$ cat src/rtl/instr_encode_loader.sv
// Encodes MIPS instruction field bundles into 32-bit words and writes them to
// instruction memory at sequential addresses, one word every two cycles.
module instr_encode_loader #(
  parameter int ADDR_W    = 8,
  parameter int BASE_ADDR = 0
) (
  input  logic              clk,
  input  logic              rst_n,
  input  logic              start,
  input  logic              in_valid,
  output logic              in_ready,
  input  logic              in_last,
  input  logic [2:0]        kind,
  input  logic [4:0]        rs,
  input  logic [4:0]        rt,
  input  logic [4:0]        rd,
  input  logic [4:0]        shamt,
  input  logic [5:0]        funct,
  input  logic [15:0]       imm,
  input  logic [25:0]       target,
  output logic              imem_we,
  output logic [ADDR_W-1:0] imem_addr,
  output logic [31:0]       imem_wdata,
  output logic [ADDR_W:0]   count,
  output logic              done,
  output logic              err
);

  // state | meaning
  // IDLE  | waiting for start
  // LOAD  | in_ready high, accepting one field bundle
  // WRITE | imem_we high for the latched word
  // DONE  | one-cycle done pulse, then back to IDLE
  typedef enum logic [1:0] {IDLE, LOAD, WRITE, DONE} state_t;

  localparam logic [ADDR_W-1:0] ADDR_BASE = ADDR_W'(BASE_ADDR);
  localparam logic [ADDR_W-1:0] ADDR_MAX  = '1;
  localparam logic [ADDR_W:0]   COUNT_MAX = {1'b1, {ADDR_W{1'b0}}};

  state_t      state, state_nxt;
  logic [31:0] enc_word;
  logic        kind_legal;
  logic        accept;
  logic        last_q;
  logic        at_end;

  always_comb begin
    enc_word   = '0;
    kind_legal = 1'b1;
    case (kind)
      3'd0:    enc_word = {6'b000000, rs, rt, rd, shamt, funct};
      3'd1:    enc_word = {6'b100011, rs, rt, imm};
      3'd2:    enc_word = {6'b101011, rs, rt, imm};
      3'd3:    enc_word = {6'b000100, rs, rt, imm};
      3'd4:    enc_word = {6'b001000, rs, rt, imm};
      3'd5:    enc_word = {6'b000010, target};
      default: kind_legal = 1'b0;
    endcase
  end

  // in_ready is registered and only high in LOAD, so it doubles as the state qualifier
  assign accept = in_valid && in_ready;
  assign at_end = last_q || (imem_addr == ADDR_MAX);

  always_comb begin
    state_nxt = state;
    case (state)
      IDLE:  if (start) state_nxt = LOAD;
      LOAD: begin
        if (accept) begin
          if (kind_legal)   state_nxt = WRITE;
          else if (in_last) state_nxt = DONE;
        end
      end
      WRITE:   state_nxt = at_end ? DONE : LOAD;
      DONE:    state_nxt = IDLE;
      default: state_nxt = IDLE;
    endcase
  end

  always_ff @(posedge clk or negedge rst_n) begin
    if (!rst_n) state <= IDLE;
    else        state <= state_nxt;
  end

  always_ff @(posedge clk or negedge rst_n) begin
    if (!rst_n) begin
      in_ready   <= 1'b0;
      imem_we    <= 1'b0;
      imem_addr  <= ADDR_BASE;
      imem_wdata <= '0;
      count      <= '0;
      done       <= 1'b0;
      err        <= 1'b0;
      last_q     <= 1'b0;
    end else begin
      in_ready <= (state_nxt == LOAD);
      imem_we  <= (state_nxt == WRITE);
      done     <= (state_nxt == DONE);
      case (state)
        IDLE: begin
          if (start) begin
            imem_addr <= ADDR_BASE;
            count     <= '0;
            err       <= 1'b0;
          end
        end
        LOAD: begin
          if (accept) begin
            if (kind_legal) begin
              imem_wdata <= enc_word;
              last_q     <= in_last;
            end else begin
              err <= 1'b1;
            end
          end
        end
        WRITE: begin
          if (count != COUNT_MAX) count <= count + (ADDR_W+1)'(1);
          // the top address is terminal: stop there rather than wrap
          if (!at_end) imem_addr <= imem_addr + ADDR_W'(1);
        end
        default: ;
      endcase
    end
  end

endmodule

$ cat config.mk
export PLATFORM = sky130hd
export DESIGN_NAME = instr_encode_loader
export DESIGN_NICKNAME = d
export VERILOG_FILES = /design/src/rtl/instr_encode_loader.sv
export SDC_FILE = /design/constraint.sdc
export NUM_CORES = 1
export LEC_CHECK = 0
export BUFFER_PORTS_ARGS = -buffer_cell sky130_fd_sc_hd__buf_2
export CAP_MARGIN = 20
export CORE_ASPECT_RATIO = 2
export CORE_MARGIN = 5
export CORE_UTILIZATION = 54
export CTS_BUF_LIST = sky130_fd_sc_hd__clkbuf_4
export DETAILED_ROUTE_END_ITERATION = 12
export PLACE_DENSITY = 0.95
export SETUP_SLACK_MARGIN = 0.15
export SLEW_MARGIN = 20
export SYNTH_ARGS = -nofsm -noshare
export SYNTH_HDL_FRONTEND = slang
export SYNTH_SLANG_ARGS = --single-unit
$ cat constraint.sdc
create_clock -name clk -period 3.65 [get_ports clk]
set_input_delay 0 -clock clk [delete_from_list [all_inputs] [get_ports clk]]
set_output_delay 0 -clock clk [all_outputs]
set_load 0.01 [all_outputs]
Yosys cells after proc, flatten, opt, wreduce, memory -nomap -nowiden
Cells that the tools add are included.
Widths: inputs -> output; s select.
- register bits: 56
- input port bits: 76
- output and inout port bits: 53
- word-level logic and storage cells: 58
- add/subtract/negate cells: 2
- equality and inequality tests: 18
- mux-type cells: 18
- reduce and logical (&&, ||, !) cells: 11
- operators with widths (kind ; count):
    $pmux 32 s6 ; 1
    $mux 9 ; 2
    $pmux 9 s2 ; 1
    $mux 8 ; 2
    $pmux 8 s2 ; 1
    $mux 2 ; 5
    $ne 2x2->1 const B ; 5
    $add 9x1->9 const B ; 1
    $ne 9x9->1 const B ; 1
    $reduce_and 3->1 ; 3
    $add 8x1->8 const B ; 1
    $eq 2x2->1 const B ; 4
    $eq 8x8->1 const B ; 1
    $pmux 2 s4 ; 1
    $eq 3x2->1 const B ; 2
    $eq 3x3->1 const B ; 2
    $reduce_or 6->1 ; 1
    $eq 2x1->1 const B ; 2
    $mux 1 ; 4
    $reduce_and 4->1 ; 1
    $reduce_bool 2->1 ; 2
    $eq 3x1->1 const B ; 1
    $logic_not 3->1 ; 1
    $logic_not 2->1 ; 1
    other kinds (3) ; 3

Longest topological paths before layout
Gate-level depths: netlist of the first run.
- depth in word-level cells: 7
- mapped depth: 7
- depth with buffers taken out: 5

Least setup slack after synthesis of the first run
No wires, ideal clock.
- path kind: reg2reg
- from: register imem_addr[0]
- to: register imem_addr[5]
- library setup time: 125 ps
- data arrival time: 1732 ps
- required time: 3525 ps
- path slack: 1793 ps
- stages on the path, launching flop included: 6
- path buffers: 0
- period minus slack after synthesis: 1857 ps
- cells stage by stage: dfrtp_1 -> ha_1 -> nand4_1 -> o21ai_1 -> a2111oi_0 -> mux2_2
- longest elaborated chain between the ends: 4
- elaborated cells between the ends (all ways): 7
- classes of those cells: add/sub: 1; eq/ne: 2; mux: 2; reduce/logical: 2
- ends and longest elaborated chain (item ; RTL line ; RTL):
    from (decl) ; 22 ; output logic [ADDR_W-1:0] imem_addr,
    from (signal assigned) ; 121 ; if (!at_end) imem_addr <= imem_addr + ADDR_W'(1);
    branches (longest 4 deep; another with $add 8x1->8) ; - ;
Several ways; the timed one is not identified. The select of a mux whose other input is x is not followed.
A chain may end at the register's enable or synchronous reset.

Worst setup path after layout of the first run
- from: input port kind[2]
- to: register imem_wdata[18]
- longest elaborated chain between the ends: 4
- elaborated cells between the ends (all ways): 10
- classes of those cells: eq/ne: 5; mux: 2; reduce/logical: 3
- ends and longest elaborated chain (item ; RTL line ; RTL):
    from (decl) ; 13 ; input logic [2:0] kind,
    $eq 3x3->1, or another cell as far along ; 50 ; case (kind)
    $reduce_or 6->1 (no line) ; - ;
    $mux 1 ; 50 ;
    $reduce_and 3->1 (no line) ; - ;
    to (signal assigned) ; 111 ; imem_wdata <= enc_word;
    to (decl) ; 23 ; output logic [31:0] imem_wdata,
Parallel ways exist; a longest one is shown, timed or not.

==> metrics.md, run 1 <==
| Metric | Value |
|---|---|
| Arrival time at the worst endpoint | about 2.5 ns |
| Cts repair resizes | 0 |
| Root buffer cell | clkbuf_4 |
| Worst-path clk slew | roughly 0.14 ns |
| Final WL | around 8500 um |
| DIE AREA | approximately 7700 um2 |
| PD cells | 573 nW/um2 |
| Met1 usage | approximately 28% |
| CTS Buf Count | 5 |
| Syn_area_per_cell | 9.37 um2 |
| Commonest register cell after synthesis | dfrtp_1 |
| Area leader, netlist | dfrtp_1 |
| CP Capture Type | flop |
| Worst Path Required | about 4 ns |
| Worst path top cell family by delay | buffers and inverters |
| Iteration-0 DRC Markers | 184 |
| Number of port buffers | roughly 130 |
| Synth area leaders | dfrtp_1, a221o_1, nor2_1 |
| Final Instance Count excl. Fillers | around 540 |
| EDFF count, synth | 0 |
| First-pass GRT wire length | approximately 14000 um |
| Pre-antenna DRT Iters | 4 |
| Register area share after synthesis | a little over two fifths |
| Vias in the first global route | roughly 3.1k |
| Top post-synthesis cells by count | dfrtp_1, nor2_1, a21oi_1 |
| Clock Skew | a little under 0.006 ns |
| Yosys cell types | between 50 and 60 |
| Routed len/inst | approximately 16 um |
| Share of the synthesized area in the top cell type | 41.8% |
| Slew HR | a little under half |
| Buf/Inv on CP | 4 |
| Die Span Y | between 100 and 150 um |
| Final setup vio count | 0 |
| Met2 GRT Util | approximately 38% |
| Number of hold buffers added after CTS | 23 |
| Min cycle time layout | between 2 and 2.5 ns |
| Layout cell share with drive strength beyond 1 | a little under a third |
| Setup TNS | 0 ns |
| Fmax achieved | around 0.46 GHz |
| Bufs on Longest Clock Path | 2 |
| Synth Cell Area | about 3200 um2 |
| Crit-path cells | buf_2 -> buf_4 -> inv_1 -> nor3b_4 -> a22oi_1 -> dlygate4sd3_1 -> a21oi_1 |
| Ant. Diodes | 0 |
| Placed cell count | between 500 and 600 |
| Total of warnings raised by yosys | 0 |
| Max-cap violations | 0 |
| Final hold vios | 0 |
| Total grt overflow | 0 |
| Worst-Margin Slew | between 0.8 and 0.9 ns |
| Final slew viol count | 0 |
| Synthesized instance count | around 350 |
| CP max stage delay | roughly 0.6 ns |
| Starting density of the core | a little over half |
| Worst setup path class | in2reg |
| Initial antenna violation count | 0 |
| Post-Syn Nets | between 400 and 500 |
| Unrepaired setup endpoints after global routing | false |
| CTS tree | built |
| Final HPWL DP | 5970 um |
| CP Max Fanout | 47 |
| Setup Fix Bufs, Post-CTS | 0 |
| Die X | about 65 um |
| Met3 usage | under 10% |
| Synth Register Bits | 54 |
| Startpoint Class | input pin |
| Ports | ~130 |
| Drt via density | around 5.8 |
| Outcome | finished, final reports clean |
| Final GP Congestion | 0.872 |
| Row cnt | 40 |
| Post-layout util | 69.9% |
| Largest net degree at the start of global routing | 55 |
| Slowest CP cell | dlygate4sd3_1 |
| Busiest grt layer | met2 |
| Core ar. | 5910 um2 |
| Skew-Pair Late Insertion Delay | between 0.3 and 0.4 ns |
| Asr flop ratio synth | 100% |
| VDD IR max | 0.294 mV |
| All-Layer GR Usage | 22.4% |
| Worst min-delay path class | in2reg |
| # nets final | between 500 and 600 |
| Tcrit/Tclk final | 59.5% |
| Leading cell type by number of instances after synthesis | dfrtp_1 |
| CTS sink count | 54 |
| Lkg Pwr | about 0.0019 uW |
| Layout area overhead | 27.8% |
| Via count | 3157 |
| Post-route ant nets | 0 |
| DRC errors left | 0 |
| H-tree depth | 2 |
==> placed cells by master (no fill, tap or decap), types with 4 or more instances in the layout <==
master         Yosys  routed
nor2b_1           21      21
nand4_1            6       6
o21ai_0            5       5
dlygate4sd3_1      0      23
a21boi_0          16      16
a211oi_1          16      16
clkbuf_4           0       5
dfrtp_1           54      54
mux2i_1            4       4
a31oi_1            4       4
a22oi_1           10      10
nor2_1            44      44
a221o_1           19      19
nand2_1           11      11
nor4_1             4       4
nand2b_1          17      17
buf_2             10     127
a21oi_1           32      32
buf_4              5       4
nand3_1            5       5
inv_1              6       6
==> report_power, final <==
part	switching [uW]	leakage, uW	internal (uW)
clock	172	0.0000387	139
sequential	205	0.000662	829
combinational	554	0.00123	470
total	931	0.00193	1440
==> cell type report <==
class / count / area [um2]
clock buffers: 5 / 37.5
flip-flops and latches: 54 / 1350
fillers: 437 / 1780
well taps: 63 / 78.8
inverters: 7 / 26.3
clock inverters: 2 / 33.8
repair buffers: 154 / 896
multi-input cells: 259 / 1710
==> tightest hold or removal path: stages <==
cell and delay, ns:
buf_2 0.10, nand2b_1 0.07, a221o_1 0.14, a21oi_1 0.06
==> through the flow <==
step	instance area (um2)	total power [uW]	hold slack (ns)	worst slack [ns]
floorplan	3230	1660	-0.296	1.79
global placement	3830	2000	0.156	1.65
detailed placement	3830	2040	0.163	1.59
CTS	4130	2380	0.00256	1.55
global route	4130	2560	0.0273	1.30
finish	4130	2370	0.0309	1.48
==> kinds of logic after synthesis <==
| logic type | after synthesis | synth area share, % |
|---|---|---|
| AO/OA/AOI/OAI | 117 | 26.2 |
| buffers and inverters | 32 | 5.38 |
| multiplexers | 7 | 2.28 |
| adder cells (fa/ha/maj) | 3 | 1.16 |
| other | 1 | 0.116 |
| AND/OR/NAND/NOR | 125 | 21.4 |
| XOR/XNOR | 6 | 1.63 |
| flip-flops | 54 | 41.8 |
==> state kept, by name, summed over array words and instances (netlist names) <==
signal	flops
count	9
done	1
err	1
imem_addr	8
imem_wdata	30
imem_we	1
in_ready	1
last_q	1
state	2
==> metal layers <==
layer / up-vias / wire length (um)
met1: 1480 / 3520
met3: 14 / 652
met2: 133 / 4230
met5: - / 0
met4: 0 / 154
li1: 1530 / -
==> path summary, 6_finish.rpt <==
| check | start | end | slack [ns] | cells after the start |
|---|---|---|---|---|
| min | imm[7] | imem_wdata[7] | 0.03 | 4 |
| max reg2reg | state[0] | imem_addr[7] | 1.52 | 4 |
| max | kind[2] | imem_wdata[18] | 1.48 | 7 |
| min in group asynchronous | rst_n | count[8] | 0.27 | 3 |
| min reg2reg | err | err | 0.52 | 2 |
| max in group asynchronous | rst_n | imem_wdata[25] | 2.95 | 3 |
No activity file was read; power rests on OpenSTA's default activity.
==> run 2, diff against run 1 <==
--- a/config.mk
+++ b/config.mk
@@ -5,14 +5,15 @@
 export SDC_FILE = /design/constraint.sdc
 export NUM_CORES = 1
 export LEC_CHECK = 0
+export ABC_AREA = 1
 export BUFFER_PORTS_ARGS = -buffer_cell sky130_fd_sc_hd__buf_2
 export CAP_MARGIN = 20
 export CORE_ASPECT_RATIO = 2
 export CORE_MARGIN = 5
-export CORE_UTILIZATION = 54
+export CORE_UTILIZATION = 50
 export CTS_BUF_LIST = sky130_fd_sc_hd__clkbuf_4
 export DETAILED_ROUTE_END_ITERATION = 12
-export PLACE_DENSITY = 0.95
+export PLACE_DENSITY = 0.94
 export SETUP_SLACK_MARGIN = 0.15
 export SLEW_MARGIN = 20
 export SYNTH_ARGS = -nofsm -noshare
==> constraint.sdc (replaced) <==
create_clock -name clk -period 2.1 [get_ports clk]
set_input_delay 0 -clock clk [delete_from_list [all_inputs] [get_ports clk]]
set_output_delay 0 -clock clk [all_outputs]
set_load 0.01 [all_outputs]
==> metrics.md, run 2 <==
| Metric | Value |
|---|---|
| Die Span Y | 123 um (was 119 um) |
| H-tree depth | 2 (unchanged) |
| EDFF count, synth | 0 (unchanged) |
| Max reg flops | 30 (unchanged) |
| Commonest non-fill, non-tap cell in the layout | nand2_1 (was buf_2) |
| Die X | 66.4 um (was 64.7 um) |
| Busiest grt layer | met2 (unchanged) |
| CP Max Fanout | 10 (was 47) |
| Post-route design area | 4690 um2 (was 4130 um2) |
| All-Layer GR Usage | 27.9% (was 22.4%) |
| Area leader, netlist | dfrtp_1 (unchanged) |
| Asr flop ratio synth | 100% (unchanged) |
| Fillers | 434 (was 437) |
| Worst-Margin Slew | 0.686 ns (was 0.801 ns) |
| Min cycle time layout | 1.85 ns |
| Max-cap violations | 0 (unchanged) |
| Core ar. | 6260 um2 (was 5910 um2) |
| Clock Skew | 0.0146 ns (was 0.00596 ns) |
| Vias in the first global route | 4006 (was 3078) |
| Buf/Inv on CP | 3 (was 4) |
| Unrepaired setup endpoints after global routing | false (unchanged) |
| Tcrit/Tclk final | about nine tenths |
| CTS Buf Count | 5 (unchanged) |
| Lkg Pwr | 0.00259 uW (was 0.00193 uW) |
| Internal Power | 2270 uW (was 1440 uW) |
| Row cnt | 41 (was 40) |
| Net Sw Frac | 41.8% (was 39.3%) |
| Final WL | 11000 um (was 8550 um) |
| Final slew viol count | 0 (unchanged) |
| VDD IR max | 0.735 mV (was 0.294 mV) |
| Commonest register cell after synthesis | dfrtp_1 (unchanged) |
| Post-Syn Nets | 552 (was 424) |
| Top reg by flops | imem_wdata (unchanged) |
| CTS sink count | 54 (unchanged) |
| Worst-case register-to-register setup slack | 0.43 ns (was 1.52 ns) |
| CTS tree | built (unchanged) |
| Final HPWL DP | 6460 um (was 5970 um) |
| Initial antenna violation count | 1 (was 0) |
| Worst path top cell family by delay | buffers and inverters (unchanged) |
| Iteration-0 DRC Markers | 281 (was 184) |
| Met3 usage | 4.95% (was 4.81%) |
| CP Capture Type | flop (unchanged) |
| Final GP Congestion | 0.845 (was 0.872) |
| Setup TNS | 0 ns (unchanged) |
| Leading cell type by number of instances after synthesis | nand2_1 (was dfrtp_1) |
| Yosys cell types | 26 (was 51) |
| Largest net degree at the start of global routing | 55 (unchanged) |
| Combinational share of power | 47.1% (was 43.2%) |
| Arrival time at the worst endpoint | 2.13 ns (was 2.47 ns) |
| Drt via density | 5.15 (was 5.80) |
| Synth Cell Area | 3180 um2 (was 3230 um2) |
| Share of the synthesized area in the top cell type | 42.5% (was 41.8%) |
| Worst setup margin | 0.246 ns (was 1.48 ns) |
| Post-route ant nets | 0 (unchanged) |
| Clock power frac | 11.7% (was 13.1%) |
| Layout cell share with drive strength beyond 1 | 23.0% (was 30.8%) |
| Routed len/inst | 14.5 um (was 15.7 um) |
| Pre-antenna DRT Iters | 4 (unchanged) |
| Slowest CP cell | dlygate4sd3_1 (unchanged) |
| Worst min-delay path class | in2reg (unchanged) |
| Root buffer cell | clkbuf_4 (unchanged) |
| Syn_area_per_cell | 6.72 um2 (was 9.37 um2) |
| Crit-path cells | dlygate4sd3_1 -> buf_2 -> nor2_1 -> nor2_1 -> o21ai_0 -> dlygate4sd3_1 -> nand2_1 -> nand2_1 (was buf_2 -> buf_4 -> inv_1 -> nor3b_4 -> a22oi_1 -> dlygate4sd3_1 -> a21oi_1) |
| Layout area overhead | 47.5% (was 27.8%) |
| Fmax achieved | ~0.54 GHz |
| Met2 GRT Util | 49.7% (was 37.9%) |
| Startpoint Class | input pin (unchanged) |
| Skew-Pair Late Insertion Delay | 0.38 ns (was 0.36 ns) |
| Total grt overflow | 0 (unchanged) |
| DIE AREA | 8150 um2 (was 7730 um2) |
| Via count | 3922 (was 3157) |
| Register area share after synthesis | 42.5% (was 41.8%) |
| Worst setup path class | in2reg (unchanged) |
| CP max stage delay | 0.61 ns (was 0.60 ns) |
| Total of warnings raised by yosys | 0 (unchanged) |
| Worst-path clk slew | 0.16 ns (was 0.14 ns) |
| Top Registers | imem_wdata (30), count (9), imem_addr (8) (unchanged) |
| Final hold vios | 0 (unchanged) |
| Synth area leaders | dfrtp_1, nand2_1, nor2_1 (was dfrtp_1, a221o_1, nor2_1) |
| Synth Register Bits | 54 (unchanged) |
| Top post-synthesis cells by count | nand2_1, nor2_1, inv_1 (was dfrtp_1, nor2_1, a21oi_1) |
| Synthesized instance count | 473 (was 345) |
| P_sw | 1620 uW (was 931 uW) |
| Slew HR | 54.2% (was 46.5%) |
| Most frequent cells in the layout | nand2_1, buf_2, dlygate4sd3_1, nor2_1, inv_1 (was buf_2, dfrtp_1, nor2_1, a21oi_1, dlygate4sd3_1) |
| PD cells | 829 nW/um2 (was 573 nW/um2) |
| Final setup vio count | 0 (unchanged) |
| Met1 usage | 27.1% (was 27.6%) |
| Number of port buffers | 127 (unchanged) |
| Ports | 129 (unchanged) |
| Bufs on Longest Clock Path | 2 (unchanged) |
| Outcome | finished, final reports clean (unchanged) |
| Starting density of the core | 50.8% (was 54.7%) |
| Placed Instance Area | 3850 um2 (was 3830 um2) |
| Dpl ws | 0.500 ns (was 1.59 ns) |
| Worst Path Required | 2.38 ns (was 3.95 ns) |
| First-pass GRT wire length | 17400 um (was 13900 um) |
| Seq pwr share | 41.3% (was 43.6%) |
| DRC errors left | 0 (unchanged) |
| # nets final | 752 (was 560) |
run 2: changes by cell type in the layout (fill, tap and decap cells not counted), sizes merged, moves of 19 or more:
cell / change
nand3: +41
nor2: +29
nand2: +148
inv: +61
nor2b: -21
a221o: -19
a21oi: -31
dlygate4sd3: +51
run 2: worst paths after layout:
| kind | startpoint | end | depth (start not counted) |
|---|---|---|---|
| worst max-delay path | kind[0] | imem_wdata[23] | 8 |
| worst min register to register | imem_wdata[17] | imem_wdata[17] | 2 |
| max in group asynchronous | rst_n | imem_wdata[12] | 3 |
| worst max register to register | state[1] | imem_wdata[14] | 7 |
| worst min-delay path | kind[2] | imem_wdata[26] | 4 |
| min in group asynchronous | rst_n | imem_addr[3] | 3 |
run 2: layout make-up:
cell class,instances,area [um2],share of cell area (%)
multi-input cells,332,1470,31.3
clock inverters,3,16.3,0.347
repair buffers,206,1430,30.4
diodes,2,5.00,0.107
inverters,74,278,5.92
flip-flops and latches,54,1350,28.8
well taps,86,108,2.29
clock buffers,5,37.5,0.800
run 2: cells by family after synthesis:
| family | after synthesis | share of synthesized area, % |
|---|---|---|
| compound gates | 24 | 3.97 |
| xor+xnor | 3 | 0.826 |
| fa+ha+maj | 3 | 1.18 |
| buf+inv | 88 | 11.7 |
| flops | 54 | 42.5 |
| other cells | 1 | 0.118 |
| simple gates | 300 | 39.7 |
run 2: through the flow:
step	hold WS, ns	utilization, %	cells	power (uW)
2_1_floorplan	-0.296	-	473	2650
3_3_place_gp	0.165	61.6	675	3210
3_5_place_dp	0.173	61.6	675	3280
4_1_cts	0.0137	74.3	757	3850
5_1_grt	0.0827	74.9	761	4170
6_report	0.0367	75.0	762	3890
run 2: worst register-to-register path: cells and delay by family, from the launching register on:
kind                   cells  cell delay (ns)
AND/OR/NAND/NOR            4             0.61
buffers and inverters      3             0.58
flip-flops                 1             0.41
run 2: routing by layer:
layer,vias to the layer above,part of all wire (%)
met3,81,5.6
met2,204,54
met4,0,7.3
met1,1808,33
li1,1829,-
met5,-,0
run 2: repair_timing:
| item | CTS | global route |
|---|---|---|
| setup buffers | 0 | 2 |
| hold buffers | 74 | 0 |
| setup endpoints to repair | 0 | 11 |
| endpoints found under the hold margin | 86 | 0 |
| resized for setup | 0 | 1 |
run 2: power by group through the flow:
| stage | Combinational, uW | Clock (uW) | Sequential (uW) |
|---|---|---|---|
| final | 1830 | 453 | 1600 |
| after global routing | 2030 | 495 | 1650 |
| after CTS | 1790 | 467 | 1590 |
| after detailed placement | 1660 | 0 | 1610 |
| after global placement | 1610 | 0 | 1600 |
| after floorplan | 888 | 0 | 1760 |
==> run 3, diff against run 2 <==
==> constraint.sdc (replaced) <==
create_clock -name clk -period 2.1 [get_ports clk]
set_input_delay 0.105 -clock clk [delete_from_list [all_inputs] [get_ports clk]]
set_output_delay 0.105 -clock clk [all_outputs]
set_load 0.01 [all_outputs]
==> metrics.md, run 3 (synthesis results as in run 2) <==
| Metric | Value |
|---|---|
| Worst setup path class | reg2reg (was in2reg) |
| CTS sink count | 54 (unchanged) |
| Placed Instance Area | 3860 um2 (was 3850 um2) |
| Slew HR | 56.8% (was 54.2%) |
| Via count | 3348 (was 3922) |
| Routed len/inst | 12.2 um (was 14.5 um) |
| WL met3 | 443 um (was 618 um) |
| Unrepaired setup endpoints after global routing | false (unchanged) |
| All-Layer GR Usage | 21.0% (was 27.9%) |
| Crit path from | imem_addr[0] (was kind[0]) |
| Max reg flops | 30 (unchanged) |
| Die X | 66.4 um (unchanged) |
| Bufs on Longest Clock Path | 2 (unchanged) |
| VDD IR max | 0.555 mV (was 0.735 mV) |
| Worst min-delay path class | in2reg (unchanged) |
| FF-to-FF Start | imem_addr[0] (was state[1]) |
| CTS Buf Count | 5 (unchanged) |
| Layout cell share with drive strength beyond 1 | 25.6% (was 23.0%) |
| Ports | 129 (unchanged) |
| PD cells | 935 nW/um2 (was 829 nW/um2) |
| Reg2Reg Depth | 8 (was 7) |
| DR top layer | met4 (unchanged) |
| Post-route ant nets | 0 (unchanged) |
| DIE AREA | 8150 um2 (unchanged) |
| Placed cell count | 676 (was 675) |
| Most frequent cells in the layout | nand2_1, buf_2, nor2_1, inv_1, dfrtp_1 (was nand2_1, buf_2, dlygate4sd3_1, nor2_1, inv_1) |
| Final setup vio count | 0 (unchanged) |
| # nets final | 681 (was 752) |
| Number of port buffers | 127 (unchanged) |
| Max-cap violations | 0 (unchanged) |
| H-tree depth | 2 (unchanged) |
| Vias in the first global route | 3099 (was 4006) |
| Layout area overhead | 24.7% (was 47.5%) |
| Commonest non-fill, non-tap cell in the layout | nand2_1 (unchanged) |
| Final Instance Count excl. Fillers | 689 (was 762) |
| Drt via density | 4.86 (was 5.15) |
| Clock Skew | 0.0206 ns (was 0.0146 ns) |
| Final WL | 8410 um (was 11000 um) |
| Post-layout util | 63.4% (was 75.0%) |
| Die Span Y | 123 um (unchanged) |
| Final HPWL DP | 6500 um (was 6460 um) |
| Lkg Pwr | 0.00228 uW (was 0.00259 uW) |
| Largest net degree at the start of global routing | 46 (was 55) |
| CP Capture Type | flop (unchanged) |
| Wire length on met2 | 4760 um (was 6000 um) |
| Worst-path clk slew | 0.17 ns (was 0.16 ns) |
| Skew-Pair Late Insertion Delay | 0.38 ns (about the same) |
| WL met1 | 3030 um (was 3590 um) |
| Worst-Margin Slew | 0.647 ns (was 0.686 ns) |
| Startpoint Class | flop (was input pin) |
| Worst Path Required | 2.39 ns (was 2.38 ns) |
| Min cycle time layout | 1.66 ns (was 1.85 ns) |
| Final GP Congestion | 0.850 (was 0.845) |
| Initial antenna violation count | 1 (unchanged) |
| Worst-case register-to-register setup slack | 0.44 ns (was 0.43 ns) |
| Arrival time at the worst endpoint | 1.96 ns (was 2.13 ns) |
| Core ar. | 6260 um2 (unchanged) |
| Setup TNS | 0 ns (unchanged) |
| CTS tree | built (unchanged) |
| Starting density of the core | 50.8% (unchanged) |
| Fillers | 603 (was 434) |
| Final slew viol count | 0 (unchanged) |
| Post-route design area | 3970 um2 (was 4690 um2) |
| First-pass GRT wire length | 13400 um (was 17400 um) |
| Hold Path Depth | 5 (was 4) |
| Iteration-0 DRC Markers | 307 (was 281) |
| Outcome | finished, final reports clean (unchanged) |
| Tcrit/Tclk final | 79.2% (was 88.3%) |
| Cts repair resizes | 0 (unchanged) |
| Top Registers | imem_wdata (30), count (9), imem_addr (8) (unchanged) |
| Fmax achieved | 0.601 GHz (was 0.539 GHz) |
| Total grt overflow | 0 (unchanged) |
| DRC errors left | 0 (unchanged) |
| Worst hold margin | 0.0323 ns (was 0.0367 ns) |
| Row cnt | 41 (unchanged) |
| Top reg by flops | imem_wdata (unchanged) |
| Hold wc startpoint | target[12] (was kind[2]) |
| Final hold vios | 0 (unchanged) |
| CP Max Fanout | 9 (was 10) |
| Pre-antenna DRT Iters | 4 (unchanged) |
| Root buffer cell | clkbuf_4 (unchanged) |
==> run 3: worst paths after layout <==
| check | to |
|---|---|
| worst min register to register | imem_wdata[18] |
| min in group asynchronous | imem_we |
| max in group asynchronous | count[8] |
| worst max-delay path | imem_addr[7] |
| worst min-delay path | imem_wdata[12] |
| worst max register to register | imem_addr[7] |
==> run 3: critical path, stage by stage, from the launching register on <==
cell and delay, ns:
dfrtp_1 0.45, ha_1 0.20, nand2_1 0.07, nor2_1 0.17, nand3_1 0.16, nand3_2 0.20, nand2_2 0.15, nand2_1 0.11
nand2_1 0.05
==> run 3: final cells by class <==
type                       instances  area (um2)  area share [%]
multi-input combinational        331        1460            36.8
antenna                            1        2.50          0.0631
clock buffer                       5        37.5           0.947
timing repair buffer             136         716            18.0
inverter                          74         278            7.01
tap                               86         108            2.71
sequential                        54        1350            34.1
clock inverter                     2        15.0           0.379
==> run 3: through the flow <==
step                      power (uW)  setup slack (ns)
after floorplan                 2650             0.662
after CTS                       3750             0.450
after global placement          3210             0.541
final                           3710             0.437
after global routing            4020             0.184
after detailed placement        3280             0.474
==> run 3: power by group <==
| part | switching [uW] | internal, uW | leakage, uW |
|---|---|---|---|
| sequential | 212 | 1390 | 0.000689 |
| clock | 333 | 124 | 0.0000233 |
| combinational | 997 | 650 | 0.00157 |
==> run 3: repair_timing <==
item | 4_1_cts | 5_1_grt
buffers inserted | 0 | 0
endpoints found under the hold margin | 48 | 0
hold buffers | 5 | 0
==> run 3: per-layer routing <==
metal  track usage, %  vias to the layer above
met3             3.02                       17
met2             41.1                      132
met1             21.3                     1524
met5                0                        -
li1                 -                     1675
met4             7.76                        0
